==> src/rtl/fifo_4b_defines.sv <==
// Shared build-time defaults for the 4-bit valid FIFO.
// The mux bench and the FIFO pick up the same values from this file.
`ifndef FIFO_4B_DEFINES_SV
`define FIFO_4B_DEFINES_SV

`ifndef FIFO_4B_DEPTH
`define FIFO_4B_DEPTH 4
`endif

`ifndef FIFO_4B_ALMOST_FULL
`define FIFO_4B_ALMOST_FULL 3
`endif

`endif

==> src/rtl/fifo_4b_valid_pkg.sv <==
// Sizing constants and the word type shared by the FIFO top and its storage array.
`include "fifo_4b_defines.sv"

package fifo_4b_valid_pkg;

    localparam int DATA_W      = 4;
    localparam int DEPTH       = `FIFO_4B_DEPTH;
    localparam int ADDR_W      = $clog2(DEPTH);
    localparam int COUNT_W     = ADDR_W + 1;
    localparam int ALMOST_FULL = `FIFO_4B_ALMOST_FULL;

    typedef logic [DATA_W-1:0]  word_t;
    typedef logic [ADDR_W-1:0]  ptr_t;
    typedef logic [COUNT_W-1:0] count_t;

    // Pointers are exactly ADDR_W bits wide, so a plain increment wraps DEPTH-1 to 0.
    function automatic ptr_t ptrInc(input ptr_t p);
        return p + ptr_t'(1);
    endfunction

endpackage

==> src/rtl/fifo_4b_valid_mem.sv <==
// DEPTH x DATA_W register array: one write port and one registered read port.
module fifo_mem_4b
    import fifo_4b_valid_pkg::*;
(
    input  logic  clk,
    input  logic  rst_n,
    input  logic  wr_en_i,
    input  ptr_t  wr_addr_i,
    input  word_t wr_data_i,
    input  logic  rd_en_i,
    input  ptr_t  rd_addr_i,
    output word_t rd_data_o
);

    word_t mem_q [DEPTH];
    word_t rd_data_q;

    // Storage is deliberately not reset; only the read register is.
    always_ff @(posedge clk) begin
        if (wr_en_i) begin
            mem_q[wr_addr_i] <= wr_data_i;
        end
    end

    // A read of the slot being written this cycle returns the older word.
    always_ff @(posedge clk or negedge rst_n) begin
        if (!rst_n) begin
            rd_data_q <= '0;
        end else if (rd_en_i) begin
            rd_data_q <= mem_q[rd_addr_i];
        end
    end

    assign rd_data_o = rd_data_q;

endmodule

==> src/rtl/fifo_4b_valid.sv <==
// Valid-gated 4-bit FIFO: pointers, occupancy count, handshake, flags and sticky errors.
module fifo_4b_valid
    import fifo_4b_valid_pkg::*;
(
    input  logic               clk,
    input  logic               rst_n,
    input  logic [DATA_W-1:0]  in_data_i,
    input  logic               in_valid_i,
    input  logic               pop_i,
    output logic [DATA_W-1:0]  out_data_o,
    output logic               out_valid_o,
    output logic               full_o,
    output logic               empty_o,
    output logic               almost_full_o,
    output logic [COUNT_W-1:0] count_o,
    output logic               overflow_err_o,
    output logic               underflow_err_o
);

    ptr_t   wr_ptr_q, wr_ptr_d;
    ptr_t   rd_ptr_q, rd_ptr_d;
    count_t count_q,  count_d;
    logic   out_valid_q, out_valid_d;
    logic   overflow_q,  overflow_d;
    logic   underflow_q, underflow_d;

    logic   pop_ok;
    logic   push_ok;

    assign empty_o       = (count_q == '0);
    assign full_o        = (count_q == count_t'(DEPTH));
    assign almost_full_o = (count_q >= count_t'(ALMOST_FULL));

    // A full FIFO still accepts a push when a word leaves in the same cycle.
    assign pop_ok  = pop_i & ~empty_o;
    assign push_ok = in_valid_i & (~full_o | pop_ok);

    always_comb begin
        wr_ptr_d    = wr_ptr_q;
        rd_ptr_d    = rd_ptr_q;
        count_d     = count_q + count_t'(push_ok) - count_t'(pop_ok);
        out_valid_d = pop_ok;
        overflow_d  = overflow_q  | (in_valid_i & ~push_ok);
        underflow_d = underflow_q | (pop_i & empty_o);
        if (push_ok) begin
            wr_ptr_d = ptrInc(wr_ptr_q);
        end
        if (pop_ok) begin
            rd_ptr_d = ptrInc(rd_ptr_q);
        end
    end

    always_ff @(posedge clk or negedge rst_n) begin
        if (!rst_n) begin
            wr_ptr_q    <= '0;
            rd_ptr_q    <= '0;
            count_q     <= '0;
            out_valid_q <= 1'b0;
            overflow_q  <= 1'b0;
            underflow_q <= 1'b0;
        end else begin
            wr_ptr_q    <= wr_ptr_d;
            rd_ptr_q    <= rd_ptr_d;
            count_q     <= count_d;
            out_valid_q <= out_valid_d;
            overflow_q  <= overflow_d;
            underflow_q <= underflow_d;
        end
    end

    fifo_mem_4b u_mem (
        .clk       (clk),
        .rst_n     (rst_n),
        .wr_en_i   (push_ok),
        .wr_addr_i (wr_ptr_q),
        .wr_data_i (in_data_i),
        .rd_en_i   (pop_ok),
        .rd_addr_i (rd_ptr_q),
        .rd_data_o (out_data_o)
    );

    assign out_valid_o     = out_valid_q;
    assign count_o         = count_q;
    assign overflow_err_o  = overflow_q;
    assign underflow_err_o = underflow_q;

endmodule

==> config.mk <==
export PLATFORM = sky130hd
export DESIGN_NAME = fifo_4b_valid
export DESIGN_NICKNAME = d
export VERILOG_FILES = /design/src/rtl/fifo_4b_valid_pkg.sv /design/src/rtl/fifo_4b_valid_mem.sv /design/src/rtl/fifo_4b_valid.sv
export VERILOG_INCLUDE_DIRS = /design/src /design/src/rtl
export SDC_FILE = /design/constraint.sdc
export NUM_CORES = 1
export LEC_CHECK = 0
export CAP_MARGIN = 20
export CELL_PAD_IN_SITES_DETAIL_PLACEMENT = 1
export CELL_PAD_IN_SITES_GLOBAL_PLACEMENT = 2
export CORE_MARGIN = 1.5
export CORE_UTILIZATION = 39
export DETAILED_ROUTE_END_ITERATION = 10
export HOLD_SLACK_MARGIN = 0.02
export PLACE_DENSITY = 0.81
export RECOVER_POWER = 100
export SYNTH_ARGS = -nofsm -noshare
export SYNTH_HDL_FRONTEND = slang
export SYNTH_HIERARCHICAL = 1
export SYNTH_SLANG_ARGS = --single-unit
==> constraint.sdc <==
create_clock -name clk -period 3.5 [get_ports clk]
set_input_delay 0.7 -clock clk [delete_from_list [all_inputs] [get_ports clk]]
set_output_delay 0.7 -clock clk [all_outputs]
set_load 0.03 [all_outputs]
==> impl_metrics.yaml <==
run_status:
  status: "finished clean"
yosys:
  synth-seq-area-share_pct: 67.3
  syn_area_sq_um: 1230
  syn_inst: 80
  synth-edff-count: 16
  synth_ff_type: "edfxtp_1"
  ys_seq_elements: 30
  synthDistinctLibCells: 24
  syn-num-nets: 92
  yosysWarningCount: 6
  synthArstFlopShare_pct: 46.7
  syn_area_per_cell_sq_um: 15.4
setup_path:
  reg2reg_slack_ns: 1.03
  cp_cell_sequence: "or3b_4, inv_1, dlygate4sd3_1"
  worst_r2r_path_depth: 8
  reg2reg_to: "count_o[2]"
  startpoint: "count_o[1]"
  critPathKind: "reg2out"
  worst_ep_arrival_time_ns: 2.06
  crit_cells: 3
  end_kind: "primary output"
  r2r_start: "count_o[1]"
  start_kind: "register"
  crit_required_ns: 2.80
  crit_end: "full_o"
  cpPeakStageDelay_ns: 0.74
  critical_path.top_delay_family: "buffers and inverters"
  path_buf_inv: 2
  crit_fanout: 7
  critPathSlowestCell: "dlygate4sd3_1"
clock_tree:
  cts_buffers: 5
  ctsHtreeMaxLevel: 2
  clk_latency_ns: 0.33
  cts_resized: 0
  root_buffer: "clkbuf_4"
  cts_tree: "built"
  hold_buffers: 0
  clockBufferDepth: 2
  cts_setup_buffers: 0
  path_clk_slew_ns: 0.10
  cts.sinks: 30
power:
  powerDensity_nw_per_um2: 909
  leakagePower_nw: 0.629
  max-vdd-ir-drop_uv: 324
  power_mw: 1.40
timing:
  fin_worst_skew_ns: 0.0172
  fin_crit_ns: 2.76
  worst_pin_slew_ns: 0.773
  setup_violations: 0
  tns_ns: 0
  hold_violations: 0
  slew_violations: 0
  finalCritPeriodShare_pct: 78.9
  rsz0062_at_grt: "no"
  fmax_ghz: 0.362
  slew_headroom_pct: 48.4
  setup_ws_ns: 0.738
global_route:
  grt_max_degree: 15
  antenna_found_initial: 0
  grt_util_all_layers_pct: 16.2
  grt_pass1_wl_um: 3860
  overflow: 0
  first_global_vias: 823
detailed_routing:
  drtIter0Drc: 10
  wl_per_cell_um: 15.3
  routed_wl_um: 2310
  first_pass_iters: 2
  viasPerCell: 4.87
  vias: 735
  ant_nets: 0
  drc_errors: 0
placement:
  gp_congestion: 0.726
  dpl_worst_slack_ns: 0.715
  hpwl_um: 1680
  portBuffers: 20
floorplanning:
  pin_count: 21
  dieWidth_um: 59.2
  start_util_pct: 40.7
  die_y_um: 59.2
  placeableCoreArea_sq_um: 3030
  dieArea_sq_um: 3510
  fp-row-count: 20
finish:
  finalNetCount: 118
  layout-drive-gt1-share_pct: 9.35
  fillers: 311
  n_antenna_cell: 0
  area_growth_pct: 24.7
job:
  cap_viol_max_count: 0
min_path:
  hold_class: "reg2reg"
## power breakdown
group | total, mW | internal (mW) | leakage (nW) | switching (mW)
Combinational | 0.542 | 0.235 | 0.276 | 0.307
Sequential | 0.604 | 0.494 | 0.309 | 0.110
Clock | 0.253 | 0.137 | 0.0446 | 0.116
Total | 1.40 | 0.866 | 0.629 | 0.532
## layer usage
layer	vias to the layer above	global-route usage [%]	share of wire, %
met5	-	0	0
met3	6	6.55	4.4
met1	371	18.3	43
met4	0	9.09	2.4
li1	340	-	-
met2	18	25.9	50
## worst min path at each step
stage	start	end	slack, ns	cells past startpoint
2_1_floorplan	rst_n	count_o[0]	0.40	0
3_3_place_gp	underflow_err_o	underflow_err_o	0.44	1
3_5_place_dp	underflow_err_o	underflow_err_o	0.45	1
4_1_cts	underflow_err_o	underflow_err_o	0.47	1
5_1_grt	overflow_err_o	overflow_err_o	0.50	1
6_report	underflow_err_o	underflow_err_o	0.46	1
## state kept, by name, indices dropped and copies added, names as in the netlist
name,flops
u_mem/mem_q,16
underflow_err_o,1
count_o,3
rd_ptr_q,2
overflow_err_o,1
wr_ptr_q,2
u_mem/rd_data_o,4
out_valid_o,1
## worst register-to-register path: stages (launching register included)
cell     delay [ns]
dfrtp_1        0.48
or3b_4         0.44
o21ai_0        0.39
ha_1           0.32
inv_1          0.06
ha_1           0.13
inv_1          0.05
fa_1           0.37
xnor2_1        0.13
## cell type report
cell class,count,area [sq um],share of cell area (%)
sequential,30,831,54.0
multi-input combinational,42,348,22.6
timing repair buffer,20,200,13.0
clock buffer,8,78.8,5.12
tap,44,55.1,3.58
inverter,7,26.3,1.71
## layout by cell type, fill, tap and decap left out, drive strengths merged
cell / instances
a21o: 1
a31o: 1
and3: 1
and3b: 1
clkbuf: 8
clkdlybuf4s50: 1
dfrtp: 14
dlygate4sd3: 19
edfxtp: 16
fa: 1
ha: 3
inv: 7
mux2i: 8
nand2: 4
nand2b: 5
nor2: 1
nor3: 1
nor3b: 1
o211ai: 1
o21ai: 2
o221ai: 4
o31a: 1
or3b: 1
xnor2: 4
xor2: 1
## logic make-up after synthesis
logic type	Yosys count	share of synthesized area, %
multiplexers	8	6.49
buffers and inverters	8	3.04
adder cells (fa/ha/maj)	4	4.67
AND/OR/NAND/NOR	15	7.20
flip-flops	30	67.3
AO/OA/AOI/OAI	10	7.71
XOR/XNOR	5	3.55
## cell usage after synthesis (3+ instances only)
cell       n  area [sq um]
o221ai_1   4          35.0
xnor2_1    4          35.0
dfrtp_1   14           350
edfxtp_1  16           480
inv_1      7          26.3
ha_1       3          37.5
mux2i_1    8          80.1
nand2_1    4          15.0
nand2b_1   5          31.3
## per-stage QoR
step / util [%] / cells / hold slack (ns) / area [sq um]
after floorplan: - / 80 / 0.404 / 1230
after global placement: 48.8 / 143 / 0.439 / 1480
after detailed placement: 48.8 / 143 / 0.446 / 1480
after CTS: 51.4 / 151 / 0.470 / 1560
after global routing: 50.8 / 151 / 0.497 / 1540
final: 50.8 / 151 / 0.460 / 1540
Power figures use the tool's default switching activity.
